File: config.mk
export PLATFORM = sky130hd
export DESIGN_NAME = qconv_output_writer
export DESIGN_NICKNAME = d
export VERILOG_FILES = /design/src/rtl/qconv_pkg.sv /design/src/rtl/qconv_out_quantize.sv /design/src/rtl/qconv_output_writer.sv
export SDC_FILE = /design/constraint.sdc
export NUM_CORES = 1
export LEC_CHECK = 0
export BUFFER_PORTS_ARGS = -buffer_cell sky130_fd_sc_hd__buf_2
export CAP_MARGIN = 0
export CORE_AREA = 5 5 184 186
export DETAILED_ROUTE_END_ITERATION = 8
export DIE_AREA = 0 0 189 191
export SLEW_MARGIN = 10
export SYNTH_ARGS = -nofsm -noshare
export SYNTH_HDL_FRONTEND = slang
export SYNTH_SLANG_ARGS = --single-unit
File: constraint.sdc
create_clock -name clk -period 4.84 [get_ports clk]
set_clock_uncertainty 0.15 [all_clocks]
set_input_delay 1.452 -clock clk [delete_from_list [all_inputs] [get_ports clk]]
set_output_delay 1.452 -clock clk [all_outputs]
set_load 0.1 [all_outputs]
File: src/rtl/qconv_pkg.sv
// Shared definitions for the qconv output writer: FSM encoding, output bit width,
// threshold count and the bit-plane packing order.
package qconv_pkg;

    localparam logic [1:0] ST_IDLE  = 2'd0;
    localparam logic [1:0] ST_RUN   = 2'd1;
    localparam logic [1:0] ST_FLUSH = 2'd2;
    localparam logic [1:0] ST_DONE  = 2'd3;

    typedef enum logic [1:0] {
        S_IDLE  = ST_IDLE,
        S_RUN   = ST_RUN,
        S_FLUSH = ST_FLUSH,
        S_DONE  = ST_DONE
    } state_e;

    localparam int OUT_BIT_WIDTH = 2;
    localparam int NUM_TH        = 3;

    // Bit b of channel ch lands in plane b: planes are OC_UNROLL bits wide, plane 0 lowest.
    function automatic int plane_bit(input int ch, input int bit_idx, input int oc_unroll);
        return bit_idx * oc_unroll + ch;
    endfunction

endpackage

File: src/rtl/qconv_out_quantize.sv
// Per-channel quantizer: signed accumulator -> 2-bit code. Shift-and-clamp by default,
// three-threshold compare when QCONV_OUTPUT_THRESHOLD_EN is defined.
module qconv_out_quantize
    import qconv_pkg::*;
#(
    parameter int ACC_WIDTH = 16,
    parameter int SHIFT     = 4
) (
    input  logic [ACC_WIDTH-1:0]        acc_i,
`ifdef QCONV_OUTPUT_THRESHOLD_EN
    input  logic [NUM_TH*ACC_WIDTH-1:0] th_i,
`endif
    output logic [OUT_BIT_WIDTH-1:0]    q_o
);

`ifdef QCONV_OUTPUT_THRESHOLD_EN
    logic [NUM_TH-1:0] ge_w;

    always_comb begin
        for (int k = 0; k < NUM_TH; k++) begin
            ge_w[k] = $signed(acc_i) >= $signed(th_i[k*ACC_WIDTH +: ACC_WIDTH]);
        end
    end

    assign q_o = {1'b0, ge_w[0]} + {1'b0, ge_w[1]} + {1'b0, ge_w[2]};
`else
    localparam logic signed [ACC_WIDTH-1:0] Q_MAX = 3;
    logic signed [ACC_WIDTH-1:0] sh_w;

    assign sh_w = $signed(acc_i) >>> SHIFT;

    always_comb begin
        if (sh_w[ACC_WIDTH-1]) begin
            q_o = '0;
        end else if (sh_w > Q_MAX) begin
            q_o = 2'd3;
        end else begin
            q_o = sh_w[1:0];
        end
    end
`endif

endmodule

File: src/rtl/qconv_output_writer.sv
// Output writer for the kn2row WRITE_OUTPUT stream: quantize, pack into bit-planes,
// issue one write per beat. Optional threshold quantizer: QCONV_OUTPUT_THRESHOLD_EN.
module qconv_output_writer
    import qconv_pkg::*;
#(
    parameter int OC_UNROLL  = 8,
    parameter int ACC_WIDTH  = 16,
    parameter int BIT_WIDTH  = 2,
    parameter int ADDR_WIDTH = 32,
    parameter int DIM_WIDTH  = 16,
    parameter int SHIFT      = 4
) (
    input  logic                              clk,
    input  logic                              rstn,
    input  logic                              start,
    input  logic [DIM_WIDTH-1:0]              cfg_out_w,
    input  logic [DIM_WIDTH-1:0]              cfg_out_h,
    input  logic [DIM_WIDTH-1:0]              cfg_oc_groups,
    input  logic [ADDR_WIDTH-1:0]             cfg_base,
    output logic                              busy,
    output logic                              done,
    input  logic                              in_valid,
    output logic                              in_ready,
    input  logic [OC_UNROLL*ACC_WIDTH-1:0]    in_acc,
`ifdef QCONV_OUTPUT_THRESHOLD_EN
    input  logic [OC_UNROLL*3*ACC_WIDTH-1:0]  in_th,
`endif
    output logic                              wr_valid,
    input  logic                              wr_ready,
    output logic [ADDR_WIDTH-1:0]             wr_addr,
    output logic [OC_UNROLL*BIT_WIDTH-1:0]    wr_data
);

    state_e                         state_q, state_d;
    logic [DIM_WIDTH-1:0]           w_q, w_d, h_q, h_d, groups_q, groups_d;
    logic [DIM_WIDTH-1:0]           x_q, x_d, y_q, y_d, g_q, g_d;
    logic [ADDR_WIDTH-1:0]          ptr_q, ptr_d, row_q, row_d;
    logic                           wr_valid_q, wr_valid_d;
    logic [ADDR_WIDTH-1:0]          wr_addr_q, wr_addr_d;
    logic [OC_UNROLL*BIT_WIDTH-1:0] wr_data_q, wr_data_d;

    logic [OUT_BIT_WIDTH-1:0]       q_w [OC_UNROLL];
    logic [OC_UNROLL*BIT_WIDTH-1:0] packed_w;
    logic                           accept_w, x_end_w, y_end_w, g_end_w;
    logic [ADDR_WIDTH-1:0]          stride_w;

    for (genvar i = 0; i < OC_UNROLL; i++) begin : g_quant
        qconv_out_quantize #(
            .ACC_WIDTH(ACC_WIDTH),
            .SHIFT    (SHIFT)
        ) u_quant (
            .acc_i(in_acc[i*ACC_WIDTH +: ACC_WIDTH]),
`ifdef QCONV_OUTPUT_THRESHOLD_EN
            .th_i (in_th[i*NUM_TH*ACC_WIDTH +: NUM_TH*ACC_WIDTH]),
`endif
            .q_o  (q_w[i])
        );
    end

    always_comb begin
        packed_w = '0;
        for (int i = 0; i < OC_UNROLL; i++) begin
            for (int b = 0; b < BIT_WIDTH; b++) begin
                packed_w[plane_bit(i, b, OC_UNROLL)] = q_w[i][b];
            end
        end
    end

    // A new beat may enter only when the output register is empty or draining this cycle.
    assign in_ready = (state_q == S_RUN) && (!wr_valid_q || wr_ready);
    assign accept_w = in_valid && in_ready;
    assign x_end_w  = (x_q == w_q - DIM_WIDTH'(1));
    assign y_end_w  = (y_q == h_q - DIM_WIDTH'(1));
    assign g_end_w  = (g_q == groups_q - DIM_WIDTH'(1));
    assign stride_w = ADDR_WIDTH'(groups_q);

    assign busy     = (state_q != S_IDLE);
    assign done     = (state_q == S_DONE);
    assign wr_valid = wr_valid_q;
    assign wr_addr  = wr_addr_q;
    assign wr_data  = wr_data_q;

    always_comb begin
        state_d    = state_q;
        w_d        = w_q;
        h_d        = h_q;
        groups_d   = groups_q;
        x_d        = x_q;
        y_d        = y_q;
        g_d        = g_q;
        ptr_d      = ptr_q;
        row_d      = row_q;
        wr_valid_d = wr_valid_q;
        wr_addr_d  = wr_addr_q;
        wr_data_d  = wr_data_q;

        case (state_q)
            S_IDLE: begin
                if (start) begin
                    w_d      = cfg_out_w;
                    h_d      = cfg_out_h;
                    groups_d = cfg_oc_groups;
                    x_d      = '0;
                    y_d      = '0;
                    g_d      = '0;
                    ptr_d    = cfg_base;
                    row_d    = cfg_base;
                    if (cfg_out_w == '0 || cfg_out_h == '0 || cfg_oc_groups == '0) begin
                        state_d = S_DONE;
                    end else begin
                        state_d = S_RUN;
                    end
                end
            end
            S_RUN: begin
                if (accept_w) begin
                    if (x_end_w) begin
                        x_d = '0;
                        if (y_end_w) begin
                            // Next channel group restarts one word past the previous group's first pixel.
                            y_d   = '0;
                            g_d   = g_q + DIM_WIDTH'(1);
                            row_d = row_q + ADDR_WIDTH'(1);
                            ptr_d = row_q + ADDR_WIDTH'(1);
                            if (g_end_w) begin
                                state_d = S_FLUSH;
                            end
                        end else begin
                            y_d   = y_q + DIM_WIDTH'(1);
                            ptr_d = ptr_q + stride_w;
                        end
                    end else begin
                        x_d   = x_q + DIM_WIDTH'(1);
                        ptr_d = ptr_q + stride_w;
                    end
                end
            end
            S_FLUSH: begin
                if (!wr_valid_q || wr_ready) begin
                    state_d = S_DONE;
                end
            end
            S_DONE: begin
                state_d = S_IDLE;
            end
            default: begin
                state_d = S_IDLE;
            end
        endcase

        if (accept_w) begin
            wr_valid_d = 1'b1;
            wr_addr_d  = ptr_q;
            wr_data_d  = packed_w;
        end else if (wr_ready) begin
            wr_valid_d = 1'b0;
        end
    end

    always_ff @(posedge clk) begin
        if (!rstn) begin
            state_q    <= S_IDLE;
            w_q        <= '0;
            h_q        <= '0;
            groups_q   <= '0;
            x_q        <= '0;
            y_q        <= '0;
            g_q        <= '0;
            ptr_q      <= '0;
            row_q      <= '0;
            wr_valid_q <= 1'b0;
            wr_addr_q  <= '0;
            wr_data_q  <= '0;
        end else begin
            state_q    <= state_d;
            w_q        <= w_d;
            h_q        <= h_d;
            groups_q   <= groups_d;
            x_q        <= x_d;
            y_q        <= y_d;
            g_q        <= g_d;
            ptr_q      <= ptr_d;
            row_q      <= row_d;
            wr_valid_q <= wr_valid_d;
            wr_addr_q  <= wr_addr_d;
            wr_data_q  <= wr_data_d;
        end
    end

endmodule

==> flow_summary.toml, run 1 <==
[power_and_ir_drop]
clkPwrFrac_pct = 24.0
power.density_nw_per_um2 = 533
power.share.switching_pct = 44.2
pwr-share-comb_pct = 44.2
p_seq_share_pct = 31.8
switchingPower_mw = 3.50
finalPower_mw = 7.92
vdd_ir_drop_max_mv = 0.311
p_int_mw = 4.42
leakage_nw = 5.88

[setup_path]
cp-start-kind = "flop"
critPathKind = "reg2reg"
worstPathArrival_ns = 4.41
path_delay_family = "simple AND/OR/NAND/NOR gates"
path_cells = "or4_4, or2_1, a2111oi_2, a211oi_1, nor4_1, a31oi_4, nand2b_4, nor2_1, a221oi_1"
worstPathRequired_ns = 5.04
worstSetupEndpointType = "flop"
cp_max_fo = 13
path_buf_inv = 0
cp_slowest_cell = "nor4_1"
slowest_delay_ns = 0.73

[synthesis]
ys_ff_latch = 211
synth_top_area_share_pct = 33.7
synth_area_leaders = "dfxtp_1 34%, nand2_1 8.3%, a21oi_1 7.1%"
yosysSeqAreaShare_pct = 33.7
syn_inst = 1661
synthDistinctLibCells = 80
synth-async-reset-ratio_pct = 0
syn_nets = 1903
synth_top_area_cell = "dfxtp_1"
ys.flop_type = "dfxtp_1"
syn-cell-area_um2 = 12500
synth_enable_flop_cells = 0
synth_warnings = 0
syn_area_per_cell_um2 = 7.55

[sta]
rsz0062_at_grt = "false"
fin_tns_setup_ns = 0
clock.fmax_ghz = 0.238
finalHoldViolCount = 0
worstMarginPinSlew_ns = 0.830
slew_viol_final = 0
finalCritPeriodShare_pct = 86.9
finalCriticalPeriod_ns = 4.21
setup_ws_ns = 0.633
setup_viol = 0
slew_headroom_pct = 44.2

[run_status]
outcome = "finished, final reports clean"

[cts]
clock_latency_ns = 0.53
cts-resized-gates = 0
cts_buffer_depth = 3
cts_root_buffer = "clkbuf_16"
cts.sinks = 211
cts_buffers = 26
cts_setup_buffers = 0
clk_pin_slew_ns = 0.05
cts_tree = "done"
hold_buffers = 0
htree_levels = 1

[cells_and_area]
final_cells = 2274
area_growth_syn_to_layout_pct = 18.5
nets = 2091
layout_common_cells = "275 x nand2_1, 232 x buf_2, 211 x dfxtp_1, 178 x a21oi_1, 160 x nor2_1"
final_core_util_pct = 46.3
diodes = 0
drive_above_1_share_pct = 17.7
nFillCells = 3256
final_common_cell = "nand2_1"

[route]
wl_per_cell_um = 17.8
dr_total_vias = 12635
antenna_left = 0
viasPerCell = 5.56
drt_iter0_drc = 852
dr.pass1.iters = 5
drt-total-wl_mm = 40.4
drc_errors = 0

[min_path]
min_path_type = "reg2reg"

[global_routing]
antenna_found_initial = 4
track_usage_pct = 21.5
grt_pass1_wl_mm = 63.8
grt_pass1_vias = 12226
grt_max_degree = 71
overflow = 0

[placed_design]
dp_hpwl_mm = 30.4
place_ws_ns = 0.646
dp_cells = 2229
gp_congestion = 0.907
port_buffers = 232

[die]
die_w_um = 189
core_um2 = 32100
die_y_um = 191
die-area_um2 = 36100
rows = 66
pin_count = 265
start_util_pct = 39.0

[run]
drv_cap = 0
[cell usage after synthesis (6+ instances only)]
cell type	instances
inv_1	29
and3_1	24
a211oi_1	13
a211o_1	7
nand2b_1	6
buf_2	8
or3_1	21
nor2_1	161
or2_2	7
ha_1	28
o21ai_0	46
a21o_1	16
nor4_1	45
nand3_1	46
o211ai_1	18
or4_1	12
a21boi_0	8
xnor2_1	76
nand4_1	28
and4_1	8
nor3_1	70
o21a_1	13
nand2_1	276
nor3b_1	7
clkbuf_1	82
mux2i_1	12
xor2_1	56
and2_1	8
nor2b_1	19
a221oi_1	7
dfxtp_1	211
nand3b_1	9
o211a_1	6
a31oi_1	8
a21oi_1	179
[sequential cells by signal (all words and copies together) (netlist names)]
| register | count |
|---|---|
| row_q | 32 |
| y_q | 16 |
| wr_addr | 32 |
| state_q | 2 |
| w_q | 16 |
| wr_valid | 1 |
| h_q | 16 |
| g_q | 16 |
| wr_data | 16 |
| x_q | 16 |
| groups_q | 16 |
| ptr_q | 32 |
[worst paths after layout]
kind | endpoint | startpoint | slack (ns) | depth (start not counted)
max reg2reg | ptr_q[22]$_SDFFE_PN0P_ | w_q[9]$_SDFFE_PN0P_ | 0.63 | 9
min | wr_addr[3]$_SDFFE_PN0P_ | wr_addr[3]$_SDFFE_PN0P_ | 0.30 | 2
min reg2reg | wr_addr[3]$_SDFFE_PN0P_ | wr_addr[3]$_SDFFE_PN0P_ | 0.30 | 2
max | ptr_q[22]$_SDFFE_PN0P_ | w_q[9]$_SDFFE_PN0P_ | 0.63 | 9
[per-layer routing]
metal / share of wire (%) / vias to the layer above / track usage [%]
li1: - / 6289 / -
met4: 2.8 / 4 / 6.22
met3: 5.8 / 66 / 3.45
met5: 0.067 / - / 0
met1: 43 / 5887 / 26.9
met2: 48 / 389 / 38.3
[power by group through the flow]
stage               Sequential, mW  Clock [mW]  Combinational, mW
finish                        2.52        1.90               3.50
global route                  2.57        2.02               3.86
CTS                           2.51        1.95               3.50
detailed placement            2.55           0               3.48
global placement              2.54           0               3.44
floorplan                     2.68           0               2.41
[layout make-up]
class	count	area (um^2)	area share [%]
multi-input combinational	1323	7840	52.7
sequential	211	4220	28.4
timing repair buffer	257	1350	9.07
clock buffer	36	729	4.91
tap	408	510	3.43
inverter	30	115	0.774
clock inverter	9	97.6	0.657
[tightest hold or removal path: cells and delay by family, from the launching register on]
| kind | cells | cell delay [ns] |
|---|---|---|
| AND/OR/NAND/NOR | 1 | 0.05 |
| flip-flops | 1 | 0.30 |
| AO/OA/AOI/OAI | 1 | 0.05 |
[cells by family after synthesis]
family / Yosys count / share of synthesized area, %
and+or+nand+nor: 775 / 30.4
adders and majority gates: 29 / 2.95
AOI/OAI and AO/OA: 374 / 18.7
muxes: 13 / 1.05
buffers and inverters: 127 / 3.97
xor gates and xnor gates: 132 / 9.22
DFF: 211 / 33.7
[stage by stage]
step / cell area, um^2 / hold WS (ns)
detailed placement: 14000 / 0.295
floorplan: 12500 / 0.288
global placement: 14000 / 0.292
CTS: 14900 / 0.303
finish: 14900 / 0.302
global route: 14900 / 0.321
Note: power is estimated with default switching activity, not from simulation.
==> run 2, diff against run 1 <==
--- a/config.mk
+++ b/config.mk
@@ -7,9 +7,9 @@
 export LEC_CHECK = 0
 export BUFFER_PORTS_ARGS = -buffer_cell sky130_fd_sc_hd__buf_2
 export CAP_MARGIN = 0
-export CORE_AREA = 5 5 184 186
+export CORE_AREA = 5 5 193 176
 export DETAILED_ROUTE_END_ITERATION = 8
-export DIE_AREA = 0 0 189 191
+export DIE_AREA = 0 0 198 181
 export SLEW_MARGIN = 10
 export SYNTH_ARGS = -nofsm -noshare
 export SYNTH_HDL_FRONTEND = slang
==> run 2 against run 1 <==
  * Sequential share of layout area decreased by 0.35 points
  * Clock power increased by 18%
  * Worst hold slack about the same
  * Critical endpoint is now ptr_q[24]$_SDFFE_PN0P_
==> flow_summary.toml, run 2 (synthesis results as in run 1) <==
[run_status]
outcome = "finished, final reports clean"

[setup_path]
cp_max_fo = 32
cp-start-kind = "flop"
critPathKind = "reg2reg"
cp_slowest_cell = "nor3b_1"
slowest_delay_ns = 0.63
path_cells = "inv_1, ha_1, nor3b_1, a2111oi_0, nor4_1, nand2_1, and4b_1, a31oi_4, nand2b_4, nor2_1, buf_4, a221oi_1"
worstPathRequired_ns = 5.11
worstSetupEndpointType = "flop"
worstPathArrival_ns = 4.29

[route]
dr.pass1.iters = 5
wl_per_cell_um = 17.5
drc_errors = 0
drt_iter0_drc = 811
viasPerCell = 5.57
drt-total-wl_mm = 39.9
dr_total_vias = 12726
antenna_left = 0

[sta]
finalCritPeriodShare_pct = 83.1
finalHoldViolCount = 0
setup_viol = 0
rsz0062_at_grt = "false"
slew_headroom_pct = 34.6
fin_tns_setup_ns = 0
setup_ws_ns = 0.818
worstMarginPinSlew_ns = 0.980
finalCriticalPeriod_ns = 4.02
slew_viol_final = 0
clock.fmax_ghz = 0.249

[cells_and_area]
drive_above_1_share_pct = 18.0
final_cells = 2284
final_core_util_pct = 47.6
final_common_cell = "nand2_1"
nets = 2090
layout_common_cells = "275 x nand2_1, 232 x buf_2, 211 x dfxtp_1, 178 x a21oi_1, 160 x nor2_1"
diodes = 0
design_area_um2 = 15100
area_growth_syn_to_layout_pct = 20.0

[global_routing]
overflow = 0
antenna_found_initial = 1
grt_pass1_wl_mm = 62.9
grt_pass1_vias = 11857
grt_max_degree = 93
track_usage_pct = 21.1

[die]
pin_count = 265
die-area_um2 = 35800
start_util_pct = 39.6
die_y_um = 181
die_w_um = 198
rows = 62
core_um2 = 31700

[cts]
clk_pin_slew_ns = 0.06
cts_root_buffer = "clkbuf_16"
cts_buffer_depth = 3
cts_setup_buffers = 0
cts.sinks = 211
cts_tree = "done"
clock_latency_ns = 0.54
hold_buffers = 0
cts-resized-gates = 0
cts_buffers = 27
htree_levels = 1

[min_path]
min_path_type = "reg2reg"

[run]
drv_cap = 0

[power_and_ir_drop]
leakage_nw = 5.94
vdd_ir_drop_max_mv = 0.307
power.density_nw_per_um2 = 550

[placed_design]
place_ws_ns = 0.653
dp_cells = 2235
dp_hpwl_mm = 29.6
gp_congestion = 0.914
port_buffers = 232
dpl-instance-area_um2 = 14100
==> run 2: cell count changes in the layout (fill, tap and decap cells not counted), sizes merged <==
cell / delta
clkbuf: -5
clkinv: +1
buf: -2
bufinv: +5
clkinvlp: +3
==> run 2: cell type report <==
| type | instances | area, um^2 |
|---|---|---|
| Fill cell | 3169 | 16600 |
| Multi-Input combinational cell | 1323 | 7840 |
| Sequential cell | 211 | 4220 |
| Timing Repair Buffer | 255 | 1360 |
| Clock buffer | 31 | 701 |
| Tap cell | 416 | 520 |
| Clock inverter | 18 | 294 |
| Inverter | 30 | 115 |
==> run 2: worst paths after layout <==
check,from,end,slack [ns],cells after the start
hold / removal,wr_addr[31]$_SDFFE_PN0P_,wr_addr[31]$_SDFFE_PN0P_,0.30,2
hold reg to reg,wr_addr[31]$_SDFFE_PN0P_,wr_addr[31]$_SDFFE_PN0P_,0.30,2
setup / recovery,h_q[0]$_SDFFE_PN0P_,ptr_q[24]$_SDFFE_PN0P_,0.82,12
setup reg to reg,h_q[0]$_SDFFE_PN0P_,ptr_q[24]$_SDFFE_PN0P_,0.82,12
==> run 2: worst max-delay path: cells and delay by family (launching register included) <==
| family | cells | cell delay [ns] |
|---|---|---|
| AOI/OAI and AO/OA | 3 | 0.93 |
| buffers and inverters | 2 | 0.27 |
| and+or+nand+nor | 6 | 1.94 |
| adders and majority gates | 1 | 0.23 |
| DFF | 1 | 0.37 |
==> run 2: routing by layer <==
| layer | up-vias | GRT usage (%) | share of wire [%] |
|---|---|---|---|
| li1 | 6292 | - | - |
| met1 | 5936 | 28.7 | 45 |
| met2 | 442 | 34.7 | 46 |
| met3 | 54 | 3.87 | 7.0 |
| met4 | 2 | 5.23 | 2.5 |
| met5 | - | 0 | 0.018 |
==> run 2: power breakdown <==
group	switching [mW]	leakage, nW	internal [mW]	total [mW]
clock network	0.831	0.471	1.42	2.25
registers	0.443	1.72	2.08	2.53
logic	2.32	3.75	1.18	3.50
==> run 2: per-stage QoR <==
stage | hold slack [ns] | total power [mW]
floorplan | 0.288 | 5.08
global placement | 0.291 | 5.97
detailed placement | 0.295 | 6.04
CTS | 0.304 | 8.31
global route | 0.319 | 8.79
finish | 0.301 | 8.28
